===== src/rtl/radio_ctrl_processor_pkg.sv =====
// Shared definitions for the radio control-packet processor: FSM encoding,
// command header field positions and response header construction.
package radio_ctrl_processor_pkg;

  typedef enum logic [3:0] {
    StHead     = 4'd0,
    StTime     = 4'd1,
    StData     = 4'd2,
    StDrop     = 4'd3,
    StWait     = 4'd4,
    StRespHead = 4'd5,
    StRespData = 4'd6
  } state_e;

  localparam int unsigned HdrEcBit      = 63;
  localparam int unsigned HdrHasTimeBit = 61;
  localparam int unsigned HdrSeqLsb     = 48;
  localparam int unsigned SeqWidth      = 12;
  localparam int unsigned PayAddrLsb    = 32;

  localparam logic [15:0] RespLen  = 16'd16;
  localparam logic [1:0]  RespType = 2'b11;

  // Response header carries the sid with its halves swapped (src/dst exchange).
  function automatic logic [63:0] resp_header(input logic        late,
                                              input logic [11:0] seqnum,
                                              input logic [31:0] sid);
    return {RespType, 1'b0, late, seqnum, RespLen, sid[15:0], sid[31:16]};
  endfunction

endpackage


===== src/rtl/radio_ctrl_processor.sv =====
// Executes immediate or timed control packets as single settings-bus writes and
// optionally returns a two-word acknowledgement packet.
module radio_ctrl_processor
  import radio_ctrl_processor_pkg::*;
(
  input  logic        clk,
  input  logic        reset,
  input  logic        clear,
  input  logic [63:0] ctrl_tdata,
  input  logic        ctrl_tlast,
  input  logic        ctrl_tvalid,
  output logic        ctrl_tready,
  output logic [63:0] resp_tdata,
  output logic        resp_tlast,
  output logic        resp_tvalid,
  input  logic        resp_tready,
  input  logic [63:0] vita_time,
  input  logic        ready,
  output logic        set_stb,
  output logic [7:0]  set_addr,
  output logic [31:0] set_data,
  output logic [31:0] debug
);

  state_e      state_q, state_d;
  logic        srst;
  logic        ctrl_hs;
  logic        ec_q, has_time_q, late_q, wait_first_q;
  logic [11:0] seqnum_q;
  logic [31:0] sid_q, data_q;
  logic [7:0]  addr_q;
  logic [63:0] time_q;
  logic        late_now, time_ok, exec, skip;
  logic        set_stb_q;
  logic [7:0]  set_addr_q;
  logic [31:0] set_data_q;
  logic        unused_tdata;

  assign srst    = reset | clear;
  assign ctrl_hs = ctrl_tvalid & ctrl_tready;

  // Lateness is judged only on the first cycle of the wait; afterwards the
  // command simply waits for time and ready.
  assign late_now = has_time_q & wait_first_q & (vita_time > time_q);
  assign time_ok  = ~has_time_q | (vita_time >= time_q);
  assign exec     = (state_q == StWait) & ~late_now & time_ok & ready;
  assign skip     = (state_q == StWait) & late_now;

  assign unused_tdata = ^{ctrl_tdata[62], ctrl_tdata[60], ctrl_tdata[47:40]};

  always_ff @(posedge clk) begin
    if (srst) state_q <= StHead;
    else      state_q <= state_d;
  end

  always_comb begin
    state_d = state_q;
    unique case (state_q)
      StHead: begin
        if (ctrl_hs) begin
          if (ctrl_tlast)                      state_d = StHead;
          else if (ctrl_tdata[HdrHasTimeBit])  state_d = StTime;
          else                                 state_d = StData;
        end
      end
      StTime:     if (ctrl_hs) state_d = ctrl_tlast ? StHead : StData;
      StData:     if (ctrl_hs) state_d = ctrl_tlast ? StWait : StDrop;
      StDrop:     if (ctrl_hs && ctrl_tlast) state_d = StHead;
      StWait:     if (exec || skip) state_d = ec_q ? StRespHead : StHead;
      StRespHead: if (resp_tready) state_d = StRespData;
      StRespData: if (resp_tready) state_d = StHead;
      default:    state_d = StHead;
    endcase
  end

  always_comb begin
    ctrl_tready = 1'b0;
    resp_tvalid = 1'b0;
    resp_tlast  = 1'b0;
    resp_tdata  = '0;
    unique case (state_q)
      StHead, StTime, StData, StDrop: ctrl_tready = ~srst;
      StRespHead: begin
        resp_tvalid = 1'b1;
        resp_tdata  = resp_header(late_q, seqnum_q, sid_q);
      end
      StRespData: begin
        resp_tvalid = 1'b1;
        resp_tlast  = 1'b1;
        resp_tdata  = {31'd0, late_q, data_q};
      end
      default: ;
    endcase
  end

  always_ff @(posedge clk) begin
    if (srst) begin
      ec_q         <= 1'b0;
      has_time_q   <= 1'b0;
      seqnum_q     <= '0;
      sid_q        <= '0;
      time_q       <= '0;
      addr_q       <= '0;
      data_q       <= '0;
      late_q       <= 1'b0;
      wait_first_q <= 1'b0;
      set_stb_q    <= 1'b0;
      set_addr_q   <= '0;
      set_data_q   <= '0;
    end else begin
      wait_first_q <= (state_d == StWait) && (state_q != StWait);
      set_stb_q    <= exec;
      if (exec) begin
        set_addr_q <= addr_q;
        set_data_q <= data_q;
      end
      if (skip) late_q <= 1'b1;
      if (ctrl_hs) begin
        unique case (state_q)
          StHead: begin
            ec_q       <= ctrl_tdata[HdrEcBit];
            has_time_q <= ctrl_tdata[HdrHasTimeBit];
            seqnum_q   <= ctrl_tdata[HdrSeqLsb +: SeqWidth];
            sid_q      <= ctrl_tdata[31:0];
            late_q     <= 1'b0;
          end
          StTime: time_q <= ctrl_tdata;
          StData: begin
            addr_q <= ctrl_tdata[PayAddrLsb +: 8];
            data_q <= ctrl_tdata[31:0];
          end
          default: ;
        endcase
      end
    end
  end

  assign set_stb  = set_stb_q;
  assign set_addr = set_addr_q;
  assign set_data = set_data_q;
  assign debug    = {28'h0, state_q};

endmodule


===== config.mk =====
export PLATFORM = sky130hd
export DESIGN_NAME = radio_ctrl_processor
export DESIGN_NICKNAME = d
export VERILOG_FILES = /design/src/rtl/radio_ctrl_processor_pkg.sv /design/src/rtl/radio_ctrl_processor.sv
export SDC_FILE = /design/constraint.sdc
export NUM_CORES = 1
export LEC_CHECK = 0
export ABC_AREA = 1
export BUFFER_PORTS_ARGS = -buffer_cell sky130_fd_sc_hd__buf_2
export CAP_MARGIN = 20
export CORE_MARGIN = 1
export CORE_UTILIZATION = 48
export CTS_CLUSTER_DIAMETER = 150
export CTS_CLUSTER_SIZE = 14
export DETAILED_ROUTE_END_ITERATION = 8
export GPL_ROUTABILITY_DRIVEN = 0
export PLACE_DENSITY = 0.84
export SYNTH_ARGS = -nofsm -noshare
export SYNTH_HDL_FRONTEND = slang
export SYNTH_SLANG_ARGS = --single-unit
export TNS_END_PERCENT = 100

===== constraint.sdc =====
create_clock -name clk -period 2 [get_ports clk]
set_input_delay 0.5 -clock clk [delete_from_list [all_inputs] [get_ports clk]]
set_output_delay 0.5 -clock clk [all_outputs]
set_load 0.02 [all_outputs]

==> results by group, run 1 <==
Finish
  – Multi-input gate area: 0.00558 mm2
  – Area growth, synth to finish: 42.8%
  – N_diodes: 0
  – Filler Cells Inserted: 1348
  – Final nets: 1740
  – Final Core Density: 70.7%
  – Ratio of cells with drive above 1 in the final layout: 40.7%
  – Sequential Area: 0.00396 mm2

Setup path
  – Crit start category: flip-flop
  – Slowest stage delay, CP: 0.36 ns
  – Worst path buffer plus inverter count: 6
  – CP Data Required Time: 1.50 ns
  – Slowest library cell on the worst path: dfxtp_2
  – Critical path's top delay family: buffers and inverters
  – Setup crit start: state_q[0]
  – Arr. time, crit path: 1.94 ns
  – Crit Path Category: reg -> out
  – RR Startpoint: time_q[21]
  – Worst path cell trace: buf_6 -> inv_6 -> nor2_4 -> inv_2 -> nor2_4 -> buf_12 -> buf_12 -> a22o_1 -> buf_6
  – Worst-path maximum fanout: 5
  – CP endpoint kind: primary output

Clocking
  – Sink Count: 197
  – Clk buf depth: 2
  – CTS tree: built
  – CTS HTree Levels: 4
  – Worst-Skew Late Latency: 0.45 ns
  – Root Buffer: clkbuf_16
  – CTS clock-pin slew for the worst setup and hold paths: 0.08 ns
  – CTS buffer count: 17

Run status
  – Status: finished with violations
  – Failing checks: setup timing

STA
  – Max Slew Vio Count: 0
  – Relative slew slack: 57.6%
  – Tcrit/Tclk final: 122%
  – Crit path time final: 2.44 ns
  – Final setup margin: -0.445 ns
  – Hold Vio Cnt, Final: 0
  – RSZ-0062 raised after global routing: yes
  – Setup Viol. Count Final: 96
  – Highest clock rate: 409 MHz
  – Layout Skew: 0.0222 ns
  – Worst Tran Pin Value: 0.636 ns

Die
  – IO Pins: 275
  – Initial core utilization: 49.5%
  – Die Area: 0.0208 mm2
  – Rows: 51
  – Core area: 0.0197 mm2
  – Die width: 144 um
  – Die Height: 144 um

Global route
  – Vias in the first global route: 9035
  – Antenna violations before repair: 3
  – Total Routing Usage GR: 28.6%
  – Global-route wire length before repair: 45700 um
  – Largest net degree at the start of global routing: 90
  – Gr ovfl total: 0

Synth
  – Area leader, netlist: dfxtp_1
  – Mapped Cells: 1234
  – Cell variety after synth: 34
  – Synth warnings: 0
  – Seq/Total Area, Yosys: 40.5%
  – Post-synth top area share: 40.5%
  – Seq cells post-synth: 197
  – Syn_area_per_cell: 7.88 um2
  – Synth Cell Area: 0.00973 mm2
  – Synth area leaders: dfxtp_1 (41%), ha_1 (8.2%), nand2_1 (8.2%)

Placement
  – DPL Wire Length: 19900 um
  – Place WS: -0.517 ns
  – PortBufs: 231

Job
  – Max cap viols: 0

Power and ir drop
  – Power Density: 596 mW/mm2
  – Worst IR drop on VDD: 0.579 mV
  – Leak: 5.89 nW

Routing
  – Vias: 9930
  – First-pass DRT Iterations: 6
  – DR WL/cell: 18.7 um
  – Drt drc: 0
  – DRT iter0 DRCs: 886
  – Routed WL: 34000 um
  – Remaining antenna violation count: 0
  – Via/cell ratio: 5.46

Min path
  – Min-delay src: ctrl_tdata[62]
  – Worst min-delay path category: in -> reg
## cell families (layout without fill, tap and decap cells)
kind of cell               after synthesis  after routing  synth area share (%)
buffers and inverters                  235            512                  11.6
other                                    1             44                0.0385
adders and majority gates               64             64                  8.23
DFF                                    197            197                  40.5
and+or+nand+nor                        515            515                  22.0
AOI/OAI and AO/OA                      222            222                  17.6
## report_power, final
group | switching [mW] | total [mW] | internal [mW] | leakage [nW]
registers | 0.00885 | 3.94 | 3.93 | 1.59
logic | 0.440 | 0.684 | 0.244 | 3.99
clock network | 1.80 | 3.66 | 1.86 | 0.306
total | 2.25 | 8.28 | 6.03 | 5.89
## through the flow
stage	area, um2	hold slack (ns)	setup TNS (ns)	instances	power (mW)
after floorplan	10100	0.437	-1.54	1277	4.42
after global placement	11600	0.444	-17.47	1745	4.61
after detailed placement	11600	0.455	-20.69	1745	4.62
after CTS	13100	0.325	-24.09	1797	8.23
after global routing	13900	0.342	-37.86	1819	8.53
final	13900	0.334	-28.53	1819	8.28
## per-layer routing
| metal | up-vias | routed length, um | track usage [%] |
|---|---|---|---|
| li1 | 4558 | - | - |
| met1 | 4530 | 12400 | 34.0 |
| met2 | 618 | 15700 | 46.6 |
| met3 | 218 | 3540 | 7.75 |
| met4 | 6 | 2300 | 16.0 |
| met5 | - | 33 | 0 |
## registers in the layout, indices dropped and copies added (netlist names)
register	cells
state_q	4
set_addr	8
has_time_q	1
seqnum_q	12
data_q	32
addr_q	8
set_data	32
wait_first_q	1
set_stb	1
sid_q	32
time_q	64
ec_q	1
late_q	1
## worst paths after layout
check	endpoint	slack, ns	cells past startpoint
max	resp_tdata[30]	-0.44	9
min	time_q[62]	0.33	3
max reg2reg	set_data[28]	-0.41	18
min reg2reg	set_addr[1]	0.46	2
## worst register-to-register path: cells and delay by family, from the launching register on
kind	cells	cell delay, ns
fa+ha+maj	1	0.26
simple gates	12	1.18
buf+inv	4	0.40
flops	1	0.33
compound gates	1	0.17
## cells in the mapped netlist
master,number
a2111oi_0,1
a211oi_1,47
a211oi_2,30
a21boi_0,2
a21o_1,3
a21oi_1,70
a21oi_2,30
a22o_1,32
a32oi_1,1
buf_2,14
buf_4,47
buf_6,6
clkbuf_1,46
clkinv_4,1
conb_1,1
dfxtp_1,197
ha_1,64
inv_1,119
inv_2,2
nand2_1,213
nand2_2,31
nand2_4,2
nand3_1,6
nand3_2,1
nand4_1,4
nor2_1,203
nor2_2,5
nor2_4,2
nor3_1,45
nor4_1,1
o21a_1,2
o21ai_0,3
o21bai_1,1
or2_1,2
## cells in the final DEF, fill, tap and decap left out, types with 3 or more instances in the layout
| cell | n |
|---|---|
| a211oi_2 | 32 |
| inv_6 | 4 |
| dfxtp_2 | 16 |
| nand2_4 | 19 |
| buf_2 | 179 |
| clkinv_8 | 7 |
| nor2_1 | 174 |
| inv_1 | 96 |
| nand2_1 | 185 |
| buf_8 | 4 |
| clkbuf_16 | 24 |
| inv_2 | 20 |
| a21oi_1 | 62 |
| a211oi_1 | 45 |
| a22o_1 | 24 |
| nor3_1 | 44 |
| conb_1 | 44 |
| dfxtp_1 | 181 |
| buf_12 | 18 |
| nor2_2 | 11 |
| nor2_4 | 25 |
| a22o_4 | 8 |
| inv_8 | 5 |
| buf_4 | 85 |
| nand2_2 | 41 |
| nand3_1 | 4 |
| a21o_1 | 3 |
| ha_4 | 20 |
| ha_1 | 44 |
| a21oi_2 | 38 |
| buf_6 | 63 |
| nand4_1 | 4 |
| o21ai_0 | 3 |
## layout make-up
type / instances / area share (%)
clock buffers: 18 / 3.16
clock inverters: 14 / 1.42
inverters: 122 / 3.55
multi-input cells: 845 / 40.1
flip-flops and latches: 197 / 28.5
well taps: 265 / 2.39
repair buffers: 358 / 20.8
## timing repair
action / in CTS / in global routing
endpoints found under the setup margin: 95 / 98
gates cloned: 5 / 8
hold buffers: 0 / 0
buffers inserted: 15 / 19
pin swaps: 21 / 45
resized for setup: 145 / 156
Power figures use the tool's default switching activity.
==> run 2, diff against run 1 <==
--- a/config.mk
+++ b/config.mk
@@ -16,2 +16,3 @@
 export GPL_ROUTABILITY_DRIVEN = 0
+export HOLD_SLACK_MARGIN = 0.03
 export PLACE_DENSITY = 0.84
--- a/constraint.sdc
+++ b/constraint.sdc
@@ -3,2 +3,2 @@
 set_output_delay 0.5 -clock clk [all_outputs]
-set_load 0.02 [all_outputs]
+set_load 0.05 [all_outputs]
==> run 2 against run 1 <==
Compared with the run above:
- non-clock buffer count shrank 6
- the flow still finishes with violations (setup timing)
- core utilization grew 2.1 points
- final area grew 2.9%
- flip-flop and latch count is the same
- worst setup slack gained 0.036 ns
- via count grew 2.2%
- hold slack lost 0.0060 ns
- global-route usage grew 2.6 points
- die area is the same
- sequential power is essentially flat
- first-iteration DRC count grew 5.6%
==> results by group, run 2 (synthesis gave the netlist of run 1 again) <==
Setup path
  – Crit start category: flip-flop
  – Crit Path Category: reg -> reg
  – CP endpoint kind: flip-flop
  – Worst-path maximum fanout: 7 (+2)
  – Arr. time, crit path: 2.73 ns (+0.79 ns)
  – CP Data Required Time: 2.32 ns (+0.82 ns)

Global route
  – Global-route wire length before repair: 49500 um (+8.4%)
  – Gr ovfl total: 0 (unchanged)
  – Antenna violations before repair: 6 (+3)
  – Largest net degree at the start of global routing: 81 (-10%)
  – Total Routing Usage GR: 31.2% (+2.6 points)
  – Vias in the first global route: 9469 (+4.8%)

STA
  – Setup Viol. Count Final: 95 (-1.0%)
  – Worst Tran Pin Value: 0.571 ns (-0.0648 ns)
  – Relative slew slack: 60.9% (+3.3 points)
  – Layout Skew: 0.0216 ns (-0.000582 ns)
  – RSZ-0062 raised after global routing: yes
  – Crit path time final: 2.41 ns (-0.0359 ns)
  – Final setup margin: -0.409 ns (+0.0359 ns)
  – Tcrit/Tclk final: 120% (-1.8 points)
  – Max Slew Vio Count: 0 (unchanged)
  – Hold Vio Cnt, Final: 0 (unchanged)
  – Highest clock rate: 415 MHz (+1.5%)

Job
  – Max cap viols: 0 (unchanged)

Power and ir drop
  – Switching Share: 29.5% (+2.3 points)
  – Comb pwr share: 9.4% (+1.1 points)
  – Clock network fraction of design power: 43.7% (-0.5 points)
  – Int Power: 5.91 mW (-2.0%)
  – Leak: 6.00 nW (+1.8%)
  – Power Density: 586 mW/mm2 (-1.7%)
  – Worst IR drop on VDD: 0.660 mV (+14%)
  – Net Switching: 2.47 mW (+9.6%)
  – Sequential power share: 46.9% (-0.6 points)
  – Total chip power: 8.38 mW (+1.2%)

Routing
  – DR WL/cell: 20.5 um (+9.6%)
  – First-pass DRT Iterations: 5 (-1)
  – Remaining antenna violation count: 0 (unchanged)
  – Drt drc: 0 (unchanged)
  – DRT iter0 DRCs: 936 (+5.6%)
  – Via/cell ratio: 5.58 (+2.3%)
  – Routed WL: 37200 um (+9.5%)
  – Vias: 10146 (+2.2%)

Placement
  – DPL Wire Length: 20500 um (+3.3%)
  – PortBufs: 231 (unchanged)
  – Area after DPL: 0.0119 mm2 (+2.7%)
  – Place WS: -0.529 ns (-0.0115 ns)

Run status
  – Failing checks: setup timing
  – Status: finished with violations

Clocking
  – Worst-Skew Late Latency: 0.46 ns (about the same)
  – CTS HTree Levels: 4 (unchanged)
  – Sink Count: 197 (unchanged)
  – Root Buffer: clkbuf_16
  – CTS buffer count: 17 (unchanged)
  – CTS tree: built
  – # hold bufs at CTS: 0 (unchanged)
  – Clk buf depth: 2 (unchanged)
  – CTS clock-pin slew for the worst setup and hold paths: 0.09 ns (about the same)

Die
  – Die width: 144 um (unchanged)
  – IO Pins: 275 (unchanged)
  – Rows: 51 (unchanged)
  – Initial core utilization: 49.5% (unchanged)
  – Die Area: 0.0208 mm2 (unchanged)
  – Die Height: 144 um (unchanged)
  – Core area: 0.0197 mm2 (unchanged)

Finish
  – Max reg flops: 64 (unchanged)
  – Filler Cells Inserted: 1277 (-5.3%)
  – Ratio of cells with drive above 1 in the final layout: 42.6% (+1.9 points)
  – Area growth, synth to finish: 47.0%
  – Commonest non-fill, non-tap cell in the layout: dfxtp_1
  – Final instance area: 0.0143 mm2 (+2.9%)
  – Largest Register: time_q
  – Final nets: 1734 (-0.34%)
  – Most frequent cells in the layout: dfxtp_1 (187), buf_2 (179), nor2_1 (174)

Min path
  – Worst min-delay path category: in -> reg
==> run 2: cell count changes in the layout (fill, tap and decap cells not counted), sizes merged <==
cell / previous run / this run
buf: 351 / 346
bufinv: 1 / 0
clkbuf: 25 / 23
clkinv: 7 / 6
diode: 0 / 4
inv: 127 / 130
==> run 2: repair_timing <==
item / 4_1_cts / 5_1_grt
cloned: 8 / 6
buffers inserted: 16 / 16
pin swaps: 31 / 51
setup endpoints to repair: 96 / 96
endpoints found under the hold margin: 0 / 0
gates resized for setup: 221 / 118
==> run 2: path summary, 6_finish.rpt <==
path	end	slack, ns	cells past startpoint	start
worst min-delay path	state_q[1]	0.33	3	resp_tready
worst max-delay path	set_data[0]	-0.41	17	time_q[15]
worst max register to register	set_data[0]	-0.41	17	time_q[15]
worst min register to register	set_addr[6]	0.47	2	addr_q[6]
==> run 2: cell type report <==
type / instances / area (um2) / share of cell area (%)
clock inverter: 15 / 208 / 1.45
clock buffer: 17 / 425 / 2.97
antenna: 4 / 10.0 / 0.0700
sequential: 197 / 3960 / 27.7
inverter: 122 / 483 / 3.38
multi-input combinational: 845 / 5780 / 40.4
timing repair buffer: 352 / 3100 / 21.7
tap: 265 / 332 / 2.32
==> run 2: power by group through the flow <==
stage / Clock, mW / Sequential (mW) / Combinational [mW]
after floorplan: 0 / 4.03 / 0.504
after global placement: 0 / 4.02 / 0.695
after detailed placement: 0 / 4.02 / 0.711
after CTS: 3.65 / 3.93 / 0.722
after global routing: 3.85 / 3.94 / 0.847
final: 3.66 / 3.93 / 0.788
==> run 2: critical path: stages, from the launching register on <==
cell and delay (ns):
dfxtp_1 0.32, inv_1 0.06, ha_1 0.30, nand2_1 0.11, nor2_2 0.18, nand2_2 0.10
nor2_2 0.11, nand2_1 0.06, nand4_1 0.12, nand2_1 0.07, nand4_1 0.08, nand2_1 0.07
nand2_2 0.08, nand2_4 0.10, buf_6 0.16, buf_16 0.15, nand2_4 0.12, a21oi_2 0.08
==> run 2: metal layers <==
metal	vias to the layer above	global-route usage, %	wire (um)
li1	4549	-	-
met1	4688	36.2	12800
met2	679	51.0	17200
met3	226	8.81	4520
met4	4	18.7	2640
met5	-	0	25
==> run 2: through the flow <==
| stage | utilization, % | TNS [ns] | hold slack, ns | cells |
|---|---|---|---|---|
| global placement | 60.7 | -18.80 | 0.443 | 1742 |
| CTS | 69.5 | -24.99 | 0.319 | 1796 |
| detailed placement | 60.7 | -21.34 | 0.455 | 1742 |
| global route | 72.7 | -38.91 | 0.318 | 1815 |
| floorplan | - | -5.11 | 0.437 | 1277 |
| finish | 72.8 | -30.19 | 0.328 | 1817 |
==> run 3, diff against run 2 <==
==> constraint.sdc (replaced) <==
create_clock -name clk -period 2 [get_ports clk]
set_input_delay 0.2 -clock clk [delete_from_list [all_inputs] [get_ports clk]]
set_output_delay 0.2 -clock clk [all_outputs]
set_load 0.05 [all_outputs]
==> run 3 against run 2 <==
Compared with the run above:
- the run still ends with setup timing left
- routed wire length rose by 2.1%
- fmax decreased by 13%
- clock skew shrank 0.0045 ns
- clock power fell by 4%
- critical endpoint is now set_data[8]
- global-route usage grew 0.77 points
- worst setup slack lost 0.36 ns
- combinational power hardly changed
- critical path depth stayed put
- non-clock buffer count is 6 higher
- cell count is 0.44% higher
- hold slack worse by 0.28 ns
- final area decreased by 0.47%
==> results by group, run 3 (synthesis gave the netlist of run 1 again) <==
Routing
  – DRT iter0 DRCs: 898 (-4.1%)
  – Vias: 10276 (+1.3%)
  – DR WL/cell: 20.8 um (+1.7%)
  – Drt drc: 0 (unchanged)
  – Routed WL: 38000 um (+2.1%)
  – Remaining antenna violation count: 0 (unchanged)
  – Via/cell ratio: 5.63 (+0.84%)
  – First-pass DRT Iterations: 6 (+1)

Placement
  – Place WS: -0.294 ns (+0.234 ns)
  – DPL Wire Length: 19200 um (-6.2%)
  – PortBufs: 231 (unchanged)

STA
  – Worst Tran Pin Value: 1.16 ns (+0.593 ns)
  – Crit path time final: 2.77 ns (+0.357 ns)
  – Setup Viol. Count Final: 93 (-2.1%)
  – Final setup margin: -0.766 ns (-0.357 ns)
  – RSZ-0062 raised after global routing: yes
  – Hold Vio Cnt, Final: 0 (unchanged)
  – Tcrit/Tclk final: 138% (+18 points)
  – Hold Slack: 0.0439 ns (-0.284 ns)
  – Relative slew slack: 22.4% (-39 points)
  – Layout Skew: 0.0171 ns (-0.00455 ns)
  – Final setup TNS: -20.76 ns (+9.43 ns)
  – Max Slew Vio Count: 0 (unchanged)
  – Highest clock rate: 362 MHz (-13%)

Power and ir drop
  – Clock network fraction of design power: 42.7% (-1.0 points)
  – Sequential power share: 47.7% (+0.8 points)
  – Worst IR drop on VDD: 0.623 mV (-5.7%)
  – Switching Share: 27.8% (-1.7 points)
  – Net Switching: 2.29 mW (-7.2%)
  – Power Density: 579 mW/mm2 (-1.2%)
  – Comb pwr share: 9.6% (+0.2 points)
  – Int Power: 5.95 mW (+0.66%)
  – Leak: 6.15 nW (+2.6%)

Setup path
  – CP Data Required Time: 2.28 ns (-0.04 ns)
  – CP endpoint kind: flip-flop
  – Crit start category: flip-flop
  – R2R Setup Slk: -0.77 ns (-0.36 ns)
  – Arr. time, crit path: 3.05 ns (+0.32 ns)
  – Worst-path maximum fanout: 8 (+1)
  – Slowest stage delay, CP: 0.45 ns (+0.13 ns)
  – Worst path cell trace: inv_2 -> ha_4 -> nand2_4 -> nor2_4 -> nand4_1 -> nor2_4 -> nand2_2 -> nor2_4 -> nand2_1 -> nand4_1 -> nand2_1 -> nand2_2 -> nand2_8 -> clkinv_8 -> buf_12 -> nand2_2 -> a21oi_2
  – Crit Path Category: reg -> reg
  – Slowest library cell on the worst path: a21oi_2

Clocking
  – CTS buffer count: 17 (unchanged)
  – Clk buf depth: 2 (unchanged)
  – CTS clock-pin slew for the worst setup and hold paths: 0.08 ns (about the same)
  – Worst-Skew Late Latency: 0.44 ns (-0.02 ns)
  – CTS HTree Levels: 4 (unchanged)
  – CTS tree: built
  – Sink Count: 197 (unchanged)
  – Root Buffer: clkbuf_16

Finish
  – Max reg flops: 64 (unchanged)
  – Largest Register: time_q
  – Most frequent cells in the layout: nand2_1 (190), dfxtp_1 (183), buf_2 (180)
  – Commonest non-fill, non-tap cell in the layout: nand2_1
  – Final nets: 1741 (+0.40%)
  – Area growth, synth to finish: 46.3%
  – Ratio of cells with drive above 1 in the final layout: 41.5% (-1.1 points)
  – Final Core Density: 72.4% (-0.34 points)

Die
  – Die width: 144 um (unchanged)
  – IO Pins: 275 (unchanged)
  – Core area: 0.0197 mm2 (unchanged)
  – Rows: 51 (unchanged)
  – Die Area: 0.0208 mm2 (unchanged)
  – Die Height: 144 um (unchanged)
  – Initial core utilization: 49.5% (unchanged)

Run status
  – Failing checks: setup timing
  – Status: finished with violations

Global route
  – Total Routing Usage GR: 32.0% (+0.77 points)
  – Largest net degree at the start of global routing: 196 (+140%)
  – Vias in the first global route: 9719 (+2.6%)
  – Gr ovfl total: 0 (unchanged)
  – Global-route wire length before repair: 50500 um (+2.1%)
  – Antenna violations before repair: 7 (+1)

Min path
  – Worst min-delay path category: in -> reg

Job
  – Max cap viols: 0 (unchanged)
==> run 3: cell count changes in the layout (fill, tap and decap cells not counted), moves of 5 or more <==
cell     change
a21oi_1      +7
a21oi_2      -7
buf_4        +5
ha_1         -7
ha_4         +7
inv_1        -7
inv_2        +7
nand2_1     +32
nand2_2     -34
nor2_1       -5
==> run 3: area by class of cell <==
type                    count  area [um2]
multi-input cells         845        5780
fillers                  1268        5420
flip-flops and latches    197        3970
repair buffers            358        3050
inverters                 122         482
clock buffers              17         425
well taps                 265         332
clock inverters            14         169
repair inverters            1        16.3
diodes                      6        15.0
==> run 3: metal layers <==
metal  vias up  track usage [%]  share of wire (%)
li1       4558                -                  -
met1      4676             35.4                 34
met2       752             52.0                 46
met3       282             10.3                 12
met4         8             21.7                7.9
met5         -             1.75               0.21
==> run 3: per-stage QoR <==
| stage | area (um2) | power [mW] | std cells |
|---|---|---|---|
| 2_1_floorplan | 10000 | 4.53 | 1277 |
| 4_1_cts | 13500 | 8.14 | 1807 |
| 5_1_grt | 14200 | 8.47 | 1822 |
| 6_report | 14200 | 8.24 | 1825 |
| 3_5_place_dp | 11500 | 4.70 | 1733 |
| 3_3_place_gp | 11500 | 4.69 | 1733 |
==> run 3: power by group through the flow <==
stage / Sequential (mW) / Combinational [mW] / Clock [mW]
2_1_floorplan: 4.03 / 0.498 / 0
3_3_place_gp: 4.03 / 0.665 / 0
3_5_place_dp: 4.03 / 0.678 / 0
4_1_cts: 3.93 / 0.710 / 3.50
5_1_grt: 3.93 / 0.852 / 3.68
6_report: 3.93 / 0.787 / 3.52
==> run 3: worst max-delay path: cells and delay by family (launching register included) <==
family	cells	cell delay, ns
AND/OR/NAND/NOR	12	1.18
buffers and inverters	3	0.33
adder cells (fa/ha/maj)	1	0.29
AO/OA/AOI/OAI	1	0.45
flip-flops	1	0.35
==> run 3: path summary, 6_finish.rpt <==
check,from,end,depth (start not counted)
setup reg to reg,time_q[53],set_data[8],17
setup / recovery,time_q[53],set_data[8],17
hold / removal,ctrl_tdata[35],addr_q[3],3
hold reg to reg,addr_q[5],set_addr[5],2
==> run 3: what timing repair did <==
action                                  in CTS  in global routing
setup buffers                               32                 16
pin swaps                                   25                 54
hold buffers                                 3                  0
endpoints found under the hold margin        3                  0
gates cloned                                 8                  6
endpoints found under the setup margin      92                213
gates resized for setup                    230                138
